[config.mk]
export PLATFORM = sky130hd
export DESIGN_NAME = id_stage_flat
export DESIGN_NICKNAME = d
export VERILOG_FILES = /design/src/rtl/arm_pkg.sv /design/src/rtl/id_stage_if.sv /design/src/rtl/register_file.sv /design/src/rtl/id_stage.sv /design/src/flat_wrapper.sv
export SDC_FILE = /design/constraint.sdc
export NUM_CORES = 1
export LEC_CHECK = 0
export ABC_AREA = 0
export BUFFER_PORTS_ARGS = -buffer_cell sky130_fd_sc_hd__buf_2
export CORE_MARGIN = 2
export CORE_UTILIZATION = 52
export CTS_BUF_LIST = sky130_fd_sc_hd__clkbuf_16
export CTS_CLUSTER_DIAMETER = 30
export DETAILED_ROUTE_END_ITERATION = 12
export PLACE_DENSITY = 0.75
export RECOVER_POWER = 25
export SLEW_MARGIN = 5
export SYNTH_ARGS = -nofsm -noshare
export SYNTH_HDL_FRONTEND = slang
export SYNTH_SLANG_ARGS = --single-unit
[constraint.sdc]
create_clock -name clk -period 27.4 [get_ports clk]
set_input_delay 2.74 -clock clk [delete_from_list [all_inputs] [get_ports clk]]
set_output_delay 2.74 -clock clk [all_outputs]
set_load 0.01 [all_outputs]
[src/rtl/arm_pkg.sv]
// Shared ARM-subset decode constants: ALU commands, opcodes, modes, condition codes.
package arm_pkg;

  localparam int unsigned XLEN     = 32;
  localparam int unsigned REG_AW   = 4;
  localparam int unsigned NUM_REGS = 15;
  localparam int unsigned EXE_W    = 4;

  localparam logic [EXE_W-1:0] EXE_NOP = 4'b0000;
  localparam logic [EXE_W-1:0] EXE_MOV = 4'b0001;
  localparam logic [EXE_W-1:0] EXE_ADD = 4'b0010;
  localparam logic [EXE_W-1:0] EXE_ADC = 4'b0011;
  localparam logic [EXE_W-1:0] EXE_SUB = 4'b0100;
  localparam logic [EXE_W-1:0] EXE_SBC = 4'b0101;
  localparam logic [EXE_W-1:0] EXE_AND = 4'b0110;
  localparam logic [EXE_W-1:0] EXE_ORR = 4'b0111;
  localparam logic [EXE_W-1:0] EXE_EOR = 4'b1000;
  localparam logic [EXE_W-1:0] EXE_MVN = 4'b1001;

  localparam logic [3:0] OP_AND = 4'b0000;
  localparam logic [3:0] OP_EOR = 4'b0001;
  localparam logic [3:0] OP_SUB = 4'b0010;
  localparam logic [3:0] OP_ADD = 4'b0100;
  localparam logic [3:0] OP_ADC = 4'b0101;
  localparam logic [3:0] OP_SBC = 4'b0110;
  localparam logic [3:0] OP_TST = 4'b1000;
  localparam logic [3:0] OP_CMP = 4'b1010;
  localparam logic [3:0] OP_ORR = 4'b1100;
  localparam logic [3:0] OP_MOV = 4'b1101;
  localparam logic [3:0] OP_MVN = 4'b1111;

  typedef enum logic [1:0] {
    MODE_ALU = 2'b00,
    MODE_MEM = 2'b01,
    MODE_BR  = 2'b10,
    MODE_RSV = 2'b11
  } mode_e;

  typedef enum logic [3:0] {
    COND_EQ, COND_NE, COND_CS, COND_CC, COND_MI, COND_PL, COND_VS, COND_VC,
    COND_HI, COND_LS, COND_GE, COND_LT, COND_GT, COND_LE, COND_AL, COND_NV
  } cond_e;

  typedef struct packed {
    logic             wb_en;
    logic             mem_r_en;
    logic             mem_w_en;
    logic             b;
    logic             s;
    logic [EXE_W-1:0] exe_cmd;
  } ctrl_t;

  // Evaluate a condition code against flags {N,Z,C,V}.
  function automatic logic cond_pass(input cond_e c, input logic [3:0] sr);
    logic n, z, cf, v;
    {n, z, cf, v} = sr;
    case (c)
      COND_EQ: cond_pass = z;
      COND_NE: cond_pass = ~z;
      COND_CS: cond_pass = cf;
      COND_CC: cond_pass = ~cf;
      COND_MI: cond_pass = n;
      COND_PL: cond_pass = ~n;
      COND_VS: cond_pass = v;
      COND_VC: cond_pass = ~v;
      COND_HI: cond_pass = cf & ~z;
      COND_LS: cond_pass = ~cf | z;
      COND_GE: cond_pass = (n == v);
      COND_LT: cond_pass = (n != v);
      COND_GT: cond_pass = ~z & (n == v);
      COND_LE: cond_pass = z | (n != v);
      COND_AL: cond_pass = 1'b1;
      default: cond_pass = 1'b0;
    endcase
  endfunction

endpackage

[src/rtl/id_stage_if.sv]
// IF/ID inputs, write-back port and ID/EXE outputs of the decode stage.
interface id_stage_if;
  import arm_pkg::*;

  logic [XLEN-1:0]   instruction;
  logic [XLEN-1:0]   pc_in;
  logic [3:0]        sr;
  logic              hazard;
  logic              wb_wb_en;
  logic [REG_AW-1:0] wb_dest;
  logic [XLEN-1:0]   wb_value;

  logic              wb_en;
  logic              mem_r_en;
  logic              mem_w_en;
  logic              b;
  logic              s;
  logic [EXE_W-1:0]  exe_cmd;
  logic [XLEN-1:0]   pc;
  logic [XLEN-1:0]   value_rn;
  logic [XLEN-1:0]   value_rm;
  logic [11:0]       shift_operand;
  logic              imm;
  logic [23:0]       imm_signed_24;
  logic [REG_AW-1:0] dest;
  logic [REG_AW-1:0] src_1;
  logic [REG_AW-1:0] src_2;
  logic              two_src;

  modport master (
    output instruction, pc_in, sr, hazard, wb_wb_en, wb_dest, wb_value,
    input  wb_en, mem_r_en, mem_w_en, b, s, exe_cmd, pc, value_rn, value_rm,
           shift_operand, imm, imm_signed_24, dest, src_1, src_2, two_src
  );

  modport slave (
    input  instruction, pc_in, sr, hazard, wb_wb_en, wb_dest, wb_value,
    output wb_en, mem_r_en, mem_w_en, b, s, exe_cmd, pc, value_rn, value_rm,
           shift_operand, imm, imm_signed_24, dest, src_1, src_2, two_src
  );
endinterface

[src/rtl/register_file.sv]
// R0-R14 register file: two async read ports with write-through, one write port; R15 reads 0.
module register_file
  import arm_pkg::*;
(
  input  logic              clk,
  input  logic              rst,
  input  logic [REG_AW-1:0] rd_addr_1,
  input  logic [REG_AW-1:0] rd_addr_2,
  output logic [XLEN-1:0]   rd_data_1,
  output logic [XLEN-1:0]   rd_data_2,
  input  logic              wr_en,
  input  logic [REG_AW-1:0] wr_addr,
  input  logic [XLEN-1:0]   wr_data
);

  localparam logic [REG_AW-1:0] PC_IDX = REG_AW'(15);

  logic [XLEN-1:0] regs_q [NUM_REGS];
  logic [XLEN-1:0] regs_d [NUM_REGS];

  always_comb begin
    regs_d = regs_q;
    for (int i = 0; i < NUM_REGS; i++) begin
      if (wr_en && (wr_addr == REG_AW'(i))) regs_d[i] = wr_data;
    end
  end

  // Reset seeds each register with its own index.
  always_ff @(posedge clk or posedge rst) begin
    if (rst) begin
      for (int i = 0; i < NUM_REGS; i++) regs_q[i] <= XLEN'(i);
    end else begin
      regs_q <= regs_d;
    end
  end

  assign rd_data_1 = (rd_addr_1 == PC_IDX)                ? '0      :
                     (wr_en && (wr_addr == rd_addr_1))    ? wr_data :
                                                            regs_q[rd_addr_1];
  assign rd_data_2 = (rd_addr_2 == PC_IDX)                ? '0      :
                     (wr_en && (wr_addr == rd_addr_2))    ? wr_data :
                                                            regs_q[rd_addr_2];

endmodule

[src/rtl/id_stage.sv]
// Combinational instruction decode, condition check and operand read for the ARM-subset pipeline.
module id_stage
  import arm_pkg::*;
(
  input  logic      clk,
  input  logic      rst,
  id_stage_if.slave bus
);

  mode_e             mode;
  cond_e             cond;
  logic [3:0]        opcode;
  logic              i_bit;
  logic              s_bit;
  logic [REG_AW-1:0] rn;
  logic [REG_AW-1:0] rd;
  logic [REG_AW-1:0] rm;
  ctrl_t             dec_c;
  ctrl_t             ctrl_c;
  logic              cond_ok_c;
  logic [REG_AW-1:0] src_2_c;

  assign cond   = cond_e'(bus.instruction[31:28]);
  assign mode   = mode_e'(bus.instruction[27:26]);
  assign i_bit  = bus.instruction[25];
  assign opcode = bus.instruction[24:21];
  assign s_bit  = bus.instruction[20];
  assign rn     = bus.instruction[19:16];
  assign rd     = bus.instruction[15:12];
  assign rm     = bus.instruction[3:0];

  always_comb begin
    dec_c = '0;
    case (mode)
      MODE_ALU: begin
        dec_c.wb_en = 1'b1;
        dec_c.s     = s_bit;
        case (opcode)
          OP_MOV:  dec_c.exe_cmd = EXE_MOV;
          OP_MVN:  dec_c.exe_cmd = EXE_MVN;
          OP_ADD:  dec_c.exe_cmd = EXE_ADD;
          OP_ADC:  dec_c.exe_cmd = EXE_ADC;
          OP_SUB:  dec_c.exe_cmd = EXE_SUB;
          OP_SBC:  dec_c.exe_cmd = EXE_SBC;
          OP_AND:  dec_c.exe_cmd = EXE_AND;
          OP_ORR:  dec_c.exe_cmd = EXE_ORR;
          OP_EOR:  dec_c.exe_cmd = EXE_EOR;
          OP_CMP: begin
            dec_c.exe_cmd = EXE_SUB;
            dec_c.wb_en   = 1'b0;
          end
          OP_TST: begin
            dec_c.exe_cmd = EXE_AND;
            dec_c.wb_en   = 1'b0;
          end
          default: dec_c = '0;
        endcase
      end
      MODE_MEM: begin
        dec_c.exe_cmd = EXE_ADD;
        if (s_bit) begin
          dec_c.wb_en    = 1'b1;
          dec_c.mem_r_en = 1'b1;
        end else begin
          dec_c.mem_w_en = 1'b1;
        end
      end
      MODE_BR: begin
        if (!bus.instruction[24]) dec_c.b = 1'b1;
      end
      default: dec_c = '0;
    endcase
  end

  // Stalls and failed conditions squash controls but leave the datapath fields intact.
  assign cond_ok_c = cond_pass(cond, bus.sr);
  assign ctrl_c    = (bus.hazard || !cond_ok_c) ? '{exe_cmd: EXE_NOP, default: 1'b0} : dec_c;
  assign src_2_c   = dec_c.mem_w_en ? rd : rm;

  register_file u_regfile (
    .clk       (clk),
    .rst       (rst),
    .rd_addr_1 (rn),
    .rd_addr_2 (src_2_c),
    .rd_data_1 (bus.value_rn),
    .rd_data_2 (bus.value_rm),
    .wr_en     (bus.wb_wb_en),
    .wr_addr   (bus.wb_dest),
    .wr_data   (bus.wb_value)
  );

  assign bus.wb_en         = ctrl_c.wb_en;
  assign bus.mem_r_en      = ctrl_c.mem_r_en;
  assign bus.mem_w_en      = ctrl_c.mem_w_en;
  assign bus.b             = ctrl_c.b;
  assign bus.s             = ctrl_c.s;
  assign bus.exe_cmd       = ctrl_c.exe_cmd;
  assign bus.pc            = bus.pc_in;
  assign bus.shift_operand = bus.instruction[11:0];
  assign bus.imm           = i_bit;
  assign bus.imm_signed_24 = bus.instruction[23:0];
  assign bus.dest          = rd;
  assign bus.src_1         = rn;
  assign bus.src_2         = src_2_c;
  assign bus.two_src       = ~i_bit | dec_c.mem_w_en;

endmodule

[src/flat_wrapper.sv]
// flat-port wrapper written by rule: the top's interface ports become plain ports
module id_stage_flat import arm_pkg::*;
  (clk, rst, bus_instruction, bus_pc_in, bus_sr, bus_hazard, bus_wb_wb_en, bus_wb_dest, bus_wb_value, bus_wb_en, bus_mem_r_en, bus_mem_w_en, bus_b, bus_s, bus_exe_cmd, bus_pc, bus_value_rn, bus_value_rm, bus_shift_operand, bus_imm, bus_imm_signed_24, bus_dest, bus_src_1, bus_src_2, bus_two_src);
  id_stage_if bus_i ();
  input  logic clk;
  input  logic rst;
  input wire logic [$bits(bus_i.instruction)-1:0] bus_instruction;
  input wire logic [$bits(bus_i.pc_in)-1:0] bus_pc_in;
  input wire logic [$bits(bus_i.sr)-1:0] bus_sr;
  input wire logic [$bits(bus_i.hazard)-1:0] bus_hazard;
  input wire logic [$bits(bus_i.wb_wb_en)-1:0] bus_wb_wb_en;
  input wire logic [$bits(bus_i.wb_dest)-1:0] bus_wb_dest;
  input wire logic [$bits(bus_i.wb_value)-1:0] bus_wb_value;
  output wire logic [$bits(bus_i.wb_en)-1:0] bus_wb_en;
  output wire logic [$bits(bus_i.mem_r_en)-1:0] bus_mem_r_en;
  output wire logic [$bits(bus_i.mem_w_en)-1:0] bus_mem_w_en;
  output wire logic [$bits(bus_i.b)-1:0] bus_b;
  output wire logic [$bits(bus_i.s)-1:0] bus_s;
  output wire logic [$bits(bus_i.exe_cmd)-1:0] bus_exe_cmd;
  output wire logic [$bits(bus_i.pc)-1:0] bus_pc;
  output wire logic [$bits(bus_i.value_rn)-1:0] bus_value_rn;
  output wire logic [$bits(bus_i.value_rm)-1:0] bus_value_rm;
  output wire logic [$bits(bus_i.shift_operand)-1:0] bus_shift_operand;
  output wire logic [$bits(bus_i.imm)-1:0] bus_imm;
  output wire logic [$bits(bus_i.imm_signed_24)-1:0] bus_imm_signed_24;
  output wire logic [$bits(bus_i.dest)-1:0] bus_dest;
  output wire logic [$bits(bus_i.src_1)-1:0] bus_src_1;
  output wire logic [$bits(bus_i.src_2)-1:0] bus_src_2;
  output wire logic [$bits(bus_i.two_src)-1:0] bus_two_src;
  assign bus_i.instruction = bus_instruction;
  assign bus_i.pc_in = bus_pc_in;
  assign bus_i.sr = bus_sr;
  assign bus_i.hazard = bus_hazard;
  assign bus_i.wb_wb_en = bus_wb_wb_en;
  assign bus_i.wb_dest = bus_wb_dest;
  assign bus_i.wb_value = bus_wb_value;
  assign bus_wb_en = bus_i.wb_en;
  assign bus_mem_r_en = bus_i.mem_r_en;
  assign bus_mem_w_en = bus_i.mem_w_en;
  assign bus_b = bus_i.b;
  assign bus_s = bus_i.s;
  assign bus_exe_cmd = bus_i.exe_cmd;
  assign bus_pc = bus_i.pc;
  assign bus_value_rn = bus_i.value_rn;
  assign bus_value_rm = bus_i.value_rm;
  assign bus_shift_operand = bus_i.shift_operand;
  assign bus_imm = bus_i.imm;
  assign bus_imm_signed_24 = bus_i.imm_signed_24;
  assign bus_dest = bus_i.dest;
  assign bus_src_1 = bus_i.src_1;
  assign bus_src_2 = bus_i.src_2;
  assign bus_two_src = bus_i.two_src;
  id_stage u_core (.clk(clk), .rst(rst), .bus(bus_i));
endmodule
# Yosys cells after proc, flatten, opt, wreduce, memory -nomap -nowiden
# Cells that the tools add are included.
dict set report totals {
  reg_bits 480
  output_inout_bits 155
  in_bits 108
}
dict set report classes {
  mux 23
  n_reduce_logical 27
  n_lt_le_gt_ge 2
  n_eq_ne 46
  bitwise_logic 12
}
# op n
set ops {}
lappend ops {{binary-select mux 32 bit (select 4 bit)} 2}
lappend ops {{two-way mux 32 bit} 8}
lappend ops {{equality test 4 bit, second input constant} 21}
lappend ops {{equality test 4 x 3 -> 1 bit, second input constant} 11}
lappend ops {{case mux 4 bit (9 select lines)} 1}
lappend ops {{equality test 4 x 2 -> 1 bit, second input constant} 5}
lappend ops {{logical AND 1 bit} 17}
lappend ops {{case mux 1 bit (15 select lines)} 1}
lappend ops {{equality test 4 x 1 -> 1 bit, second input constant} 3}
lappend ops {{zero test 4 bit} 3}
lappend ops {{OR reduction 11 bit} 1}
lappend ops {{>= comparator 5 bit, second input constant} 2}
lappend ops {{NOT 4 -> 5 bit} 2}
lappend ops {{two-way mux 9 bit} 1}
lappend ops {{OR reduction 9 bit} 1}
lappend ops {{equality test 4 bit} 2}
lappend ops {{case mux 4 bit (2 select lines)} 1}
lappend ops {{case mux 3 bit (2 select lines)} 1}
lappend ops {{two-way mux 1 bit} 5}
lappend ops {{NOT 1 bit} 5}
lappend ops {{two-way mux 4 bit} 1}
lappend ops {{OR reduction 2 bit} 2}
lappend ops {{bitwise OR 1 bit} 3}
lappend ops {{bitwise AND 1 bit} 2}
lappend ops {{9 further kinds} 9}

# Logic depth before layout (Yosys ltp)
dict set report depth {
  word_depth 11
  ltp_mapped 10
  ltp_nobuf 7
}

# By module
# From an unflattened synthesis, not the netlist that was laid out.
dict set report hier_totals {
  cells_unflattened 2146
  area_unflattened_um2 27789.2
}
# module area_per_inst_um2 n_inst cells_each
set by_module_without_submodules {}
lappend by_module_without_submodules {register_file 26815.7 1 2004}
lappend by_module_without_submodules {id_stage 973.4 1 142}

# Worst setup path after synthesis
# No wires, ideal clock.
dict set report synth_path {
  path_kind {input-to-output}
  startpoint {input bus_instruction[16]}
  endpoint {output bus_value_rn[10]}
  cell_stages 6
  path_slack_ns 19.883
  t_arrival_ns 4.777
  required_time_ns 24.660
  path_buffers 2
  path_cell_list {clkbuf_1 > buf_1 > mux4_2 > mux4_2 > mux2i_1 > nor2_1}
}
dict set report synth_via {
  elab_chain_len 6
  word_cells_on_any_way 9
  cone_classes {eq/ne (2); mux (5); bitwise (1); reduce/logical (1)}
}
# element line_no
set synth_lines {}
lappend synth_lines {{from (decl)} flat_wrapper.sv:7} ;# input wire logic [$bits(bus_i.instruction)-1:0] bus_instruction;
lappend synth_lines {{NOT 4 -> 5 bit (implied by the code)} register_file.sv:39} ;# regs_q[rd_addr_1];
lappend synth_lines {{binary-select mux 32 bit (select 4 bit)} register_file.sv:39}
lappend synth_lines {{two-way mux 32 bit (implied by the code) (2 in a row)} register_file.sv:39}
lappend synth_lines {{two-way mux 32 bit} register_file.sv:38} ;# (wr_en && (wr_addr == rd_addr_1)) ? wr_data :
lappend synth_lines {{two-way mux 32 bit (*)} register_file.sv:37} ;# assign rd_data_1 = (rd_addr_1 == PC_IDX) ? '0 :
lappend synth_lines {{to (decl)} flat_wrapper.sv:21} ;# output wire logic [$bits(bus_i.value_rn)-1:0] bus_value_rn;
# Mark *: on every way between the ends. The rest lies on a longest branch, timed or not. The select of a mux whose other input is x is not followed.

# Worst setup path after layout
dict set report layout_path {
  startpoint {input bus_instruction[26]}
  endpoint {output bus_value_rm[13]}
}
dict set report layout_via {
  elab_chain_len 9
  word_cells_on_any_way 13
  cone_classes {eq/ne (3); mux (7); bitwise (1); reduce/logical (2)}
}
# element line_no
set layout_lines {}
lappend layout_lines {{equality test 2 x 1 -> 1 bit or zero test 2 bit (tied branches)} id_stage.sv:34} ;# case (mode)
lappend layout_lines {{case mux 3 bit (2 select lines) (*)} id_stage.sv:34}
lappend layout_lines {{two-way mux 4 bit (*)} id_stage.sv:78} ;# assign src_2_c = dec_c.mem_w_en ? rd : rm;
lappend layout_lines {{NOT 4 -> 5 bit (implied by the code)} register_file.sv:42} ;# regs_q[rd_addr_2];
lappend layout_lines {{binary-select mux 32 bit (select 4 bit)} register_file.sv:42}
lappend layout_lines {{two-way mux 32 bit (implied by the code) (2 in a row)} register_file.sv:42}
lappend layout_lines {{two-way mux 32 bit} register_file.sv:41} ;# (wr_en && (wr_addr == rd_addr_2)) ? wr_data :
lappend layout_lines {{two-way mux 32 bit (*)} register_file.sv:40} ;# assign rd_data_2 = (rd_addr_2 == PC_IDX) ? '0 :
lappend layout_lines {{to (decl)} flat_wrapper.sv:22} ;# output wire logic [$bits(bus_i.value_rm)-1:0] bus_value_rm;
# Marks and branches as above.

==> summary.md <==
| Metric | Value |
|---|---|
| Status | `finished with violations` |
| Violated checks | `capacitance limit, slew limit` |
| Routability cong. | `between 0.8 and 0.9` |
| Number of global-route vias before repair | `22100` |
| Slew Limit Fails | `298` |
| Worst VDD drop | `0.0504 mV` |
| Total GRT Usage | `about a third` |
| Fmax | `slightly below 100 MHz` |
| Cells after Synth | `approximately 2400` |
| DR DRC count | `0` |
| Post-synthesis async set-or-reset flop share | `100%` |
| Crit Path Class | `in -> out` |
| Clock Sinks | `480` |
| Distinct cells, synth | `47` |
| Power Total | `2.88 mW` |
| Ranking of synthesized cells by area | `dfrtp_1 (41%), mux2_2 (20%), mux4_2 (11%)` |
| Post-route ant nets | `0` |
| Most common flop cell mapped by yosys | `dfrtp_1` |
| Mapped cell area | `0.0274 mm2` |
| First-pass GRT wire length | `131000 um` |
| RSZ-0062 raised after global routing | `no` |
| Root Driver | `clkbuf_16` |
| Vias | `21300` |
| CP arrival | `7.42 ns` |
| Setup bufs post-CTS | `0` |
| WP buf/inv | `5` |
| Crit-path max FO | `63` |
| Initial antenna violation count | `5` |
| Leakage | `13.7 nW` |
| Worst-Margin Slew | `6.17 ns` |
| Worst Setup End Kind | `output pin` |
| Seq/Total Area, Yosys | `a little over two fifths` |
| Post-Syn Nets | `2498` |
| Iter 0 DRT Violations | `~2500` |
| Relative slew slack | `-313%` |
| Area post-placement | `0.0283 mm2` |
| Minimum clock period | `10.16 ns` |
| Nets | `2532` |
| Number of top-level pins | `263` |
| Resized Gates After CTS | `0` |
| Fillers | `around 4000` |
| Area delta synth->final | `16.4%` |
| Synth top area share | `between 40% and 50%` |
| Largest net degree at the start of global routing | `137` |
| Crit-path leading delay family | `simple AND/OR/NAND/NOR gates` |
| Die area | `0.0546 mm2` |
| Die Width | `234 um` |
| P per Cell Area | `90.1 mW/mm2` |
| Core region area | `0.0523 mm2` |
| CTS Hold Bufs | `0` |
| Worst path cell trace | `buf_2, or3b_1, mux2i_4, buf_4, inv_4, nand3_1, buf_4, o21ai_0, nor3_1, buf_2` |
| Slowest CP cell | `nand3_1` |
| Final TNS setup | `0 ns` |
| Hold crit path type | `reg -> reg` |
| Critical path launch point type | `input pin` |
| Syn avg cell area | `11.5 um2` |
| Final instance area | `0.0319 mm2` |
| WL final | `a little under 90000 um` |
| Clock slew at reported path FFs | `0.04 ns` |
| Initial core utilization | `52.4%` |
| I/O Buffers | `approximately 170` |
| Vias per cell | `6.65` |
| Max incr delay on CP | `0.92 ns` |
| Crit path required time | `approximately 25 ns` |
| Max reg flops | `480` |
| FF-to-FF setup slack | `26.58 ns` |
| Tcrit/Tclk final | `a little under two fifths` |
| Yosys reg bits | `480` |
| Fraction of layout cells with a size suffix above 1 | `41.7%` |
| Max-cap violations | `6` |
| Area leader, netlist | `dfrtp_1` |
| 1st-pass router iterations | `6` |
| DP Wirelength | `47100 um` |
| Clock Tree Buf Depth | `3` |
| CTS tree | `yes` |
| Site row count | `84` |
| DR WL/cell | `~27 um` |
| Clock latency on the worst-skew pair | `0.64 ns` |
| Synthesis Warnings | `0` |
| Final hold vios | `0` |
| Top reg by flops | `u_core.u_regfile.regs_q` |
| Num CTS Buffers | `between 100 and 150` |
| Chip height | `234 um` |
| Global route overflow | `0` |
| Final setup viols | `0` |
| Top Registers | `u_core.u_regfile.regs_q (480)` |
| Non-Filler Instances | `3205` |
| Number of synthesized flops with an enable pin | `0` |
| Number of instances in the placed design | `3006` |
| H-tree depth | `3` |
| Clock Skew | `0 ns` |
| Fin util | `61.0%` |
[power by group]
| group | switching, mW | internal (mW) |
|---|---|---|
| logic | 0.258 | 0.292 |
| registers | 0.134 | 0.885 |
| clock network | 0.417 | 0.890 |
| total | 0.809 | 2.07 |
[path summary, 6_finish.rpt]
kind,from,endpoint,depth (start not counted)
setup / recovery,bus_instruction[26],bus_value_rm[13],10
max in group asynchronous,rst,u_core.u_regfile.regs_q[241],4
setup reg to reg,u_core.u_regfile.regs_q[447],u_core.u_regfile.regs_q[447],1
hold / removal,u_core.u_regfile.regs_q[91],u_core.u_regfile.regs_q[91],1
hold reg to reg,u_core.u_regfile.regs_q[91],u_core.u_regfile.regs_q[91],1
min in group asynchronous,rst,u_core.u_regfile.regs_q[229],2
[area by class of cell]
type                            count  area, um2  share of cell area (%)
Antenna cell                        4       10.0                  0.0313
Timing Repair Buffer              221       1220                    3.81
Clock buffer                      105       2630                    8.22
Sequential cell                   480      12000                    37.7
Clock inverter                     90       1040                    3.27
Tap cell                          688        861                    2.69
Multi-Input combinational cell   1606      14100                    44.1
Inverter                           11       45.0                   0.141
[through the flow]
stage	setup WS [ns]	hold slack, ns
3_3_place_gp	17.60	0.504
5_1_grt	16.89	0.535
6_report	17.24	0.525
2_1_floorplan	11.31	0.495
4_1_cts	17.44	0.525
3_5_place_dp	17.51	0.515
[Yosys cell counts, drive strengths merged (2+ instances only)]
cell type and n:
a21oi 69, a31oi 50, a32oi 18, and3b 2, and4 3, buf 136
clkbuf 157, dfrtp 452, dfstp 28, inv 11, mux2 482, mux2i 156
mux4 128, nand2 330, nand2b 9, nand3 97, nand3b 2, nor2 52
nor3 36, nor3b 2, nor4 17, o21ai 102, o22ai 18, o41ai 2
or2 2, or3 6, or3b 2, xnor2 7, xor2 3
[cells by family (layout without fill, tap and decap cells)]
kind of cell / Yosys count / count (layout) / share of synthesized area, %
other: 0 / 4 / 0
muxes: 766 / 766 / 36.0
AOI/OAI and AO/OA: 265 / 265 / 5.55
and+or+nand+nor: 565 / 565 / 8.91
xor gates and xnor gates: 10 / 10 / 0.319
buffers and inverters: 304 / 427 / 5.30
DFF: 480 / 480 / 43.9
[layout by cell type, fill, tap and decap left out, drive strengths merged, types with 17 or more instances in the layout]
cell type,count
mux2,482
dfrtp,452
nand2,330
buf,215
mux2i,156
mux4,128
clkbuf,111
o21ai,102
nand3,97
a21oi,69
nor2,52
a31oi,50
nor3,36
inv,33
clkinv,30
dfstp,28
bufinv,21
o22ai,18
a32oi,18
nor4,17
clkinvlp,17
[layer usage]
layer  vias to the layer above  wire length, um  global-route usage [%]  part of all wire [%]
met5                         -                0                       0                     0
met4                         0             4690                    19.2                   5.4
met3                       344             8500                    7.42                   9.8
met2                      1380            40400                    49.6                    47
met1                     10800            32900                    40.8                    38
li1                       8754                -                       -                     -
(Power assumes the default switching activity.)
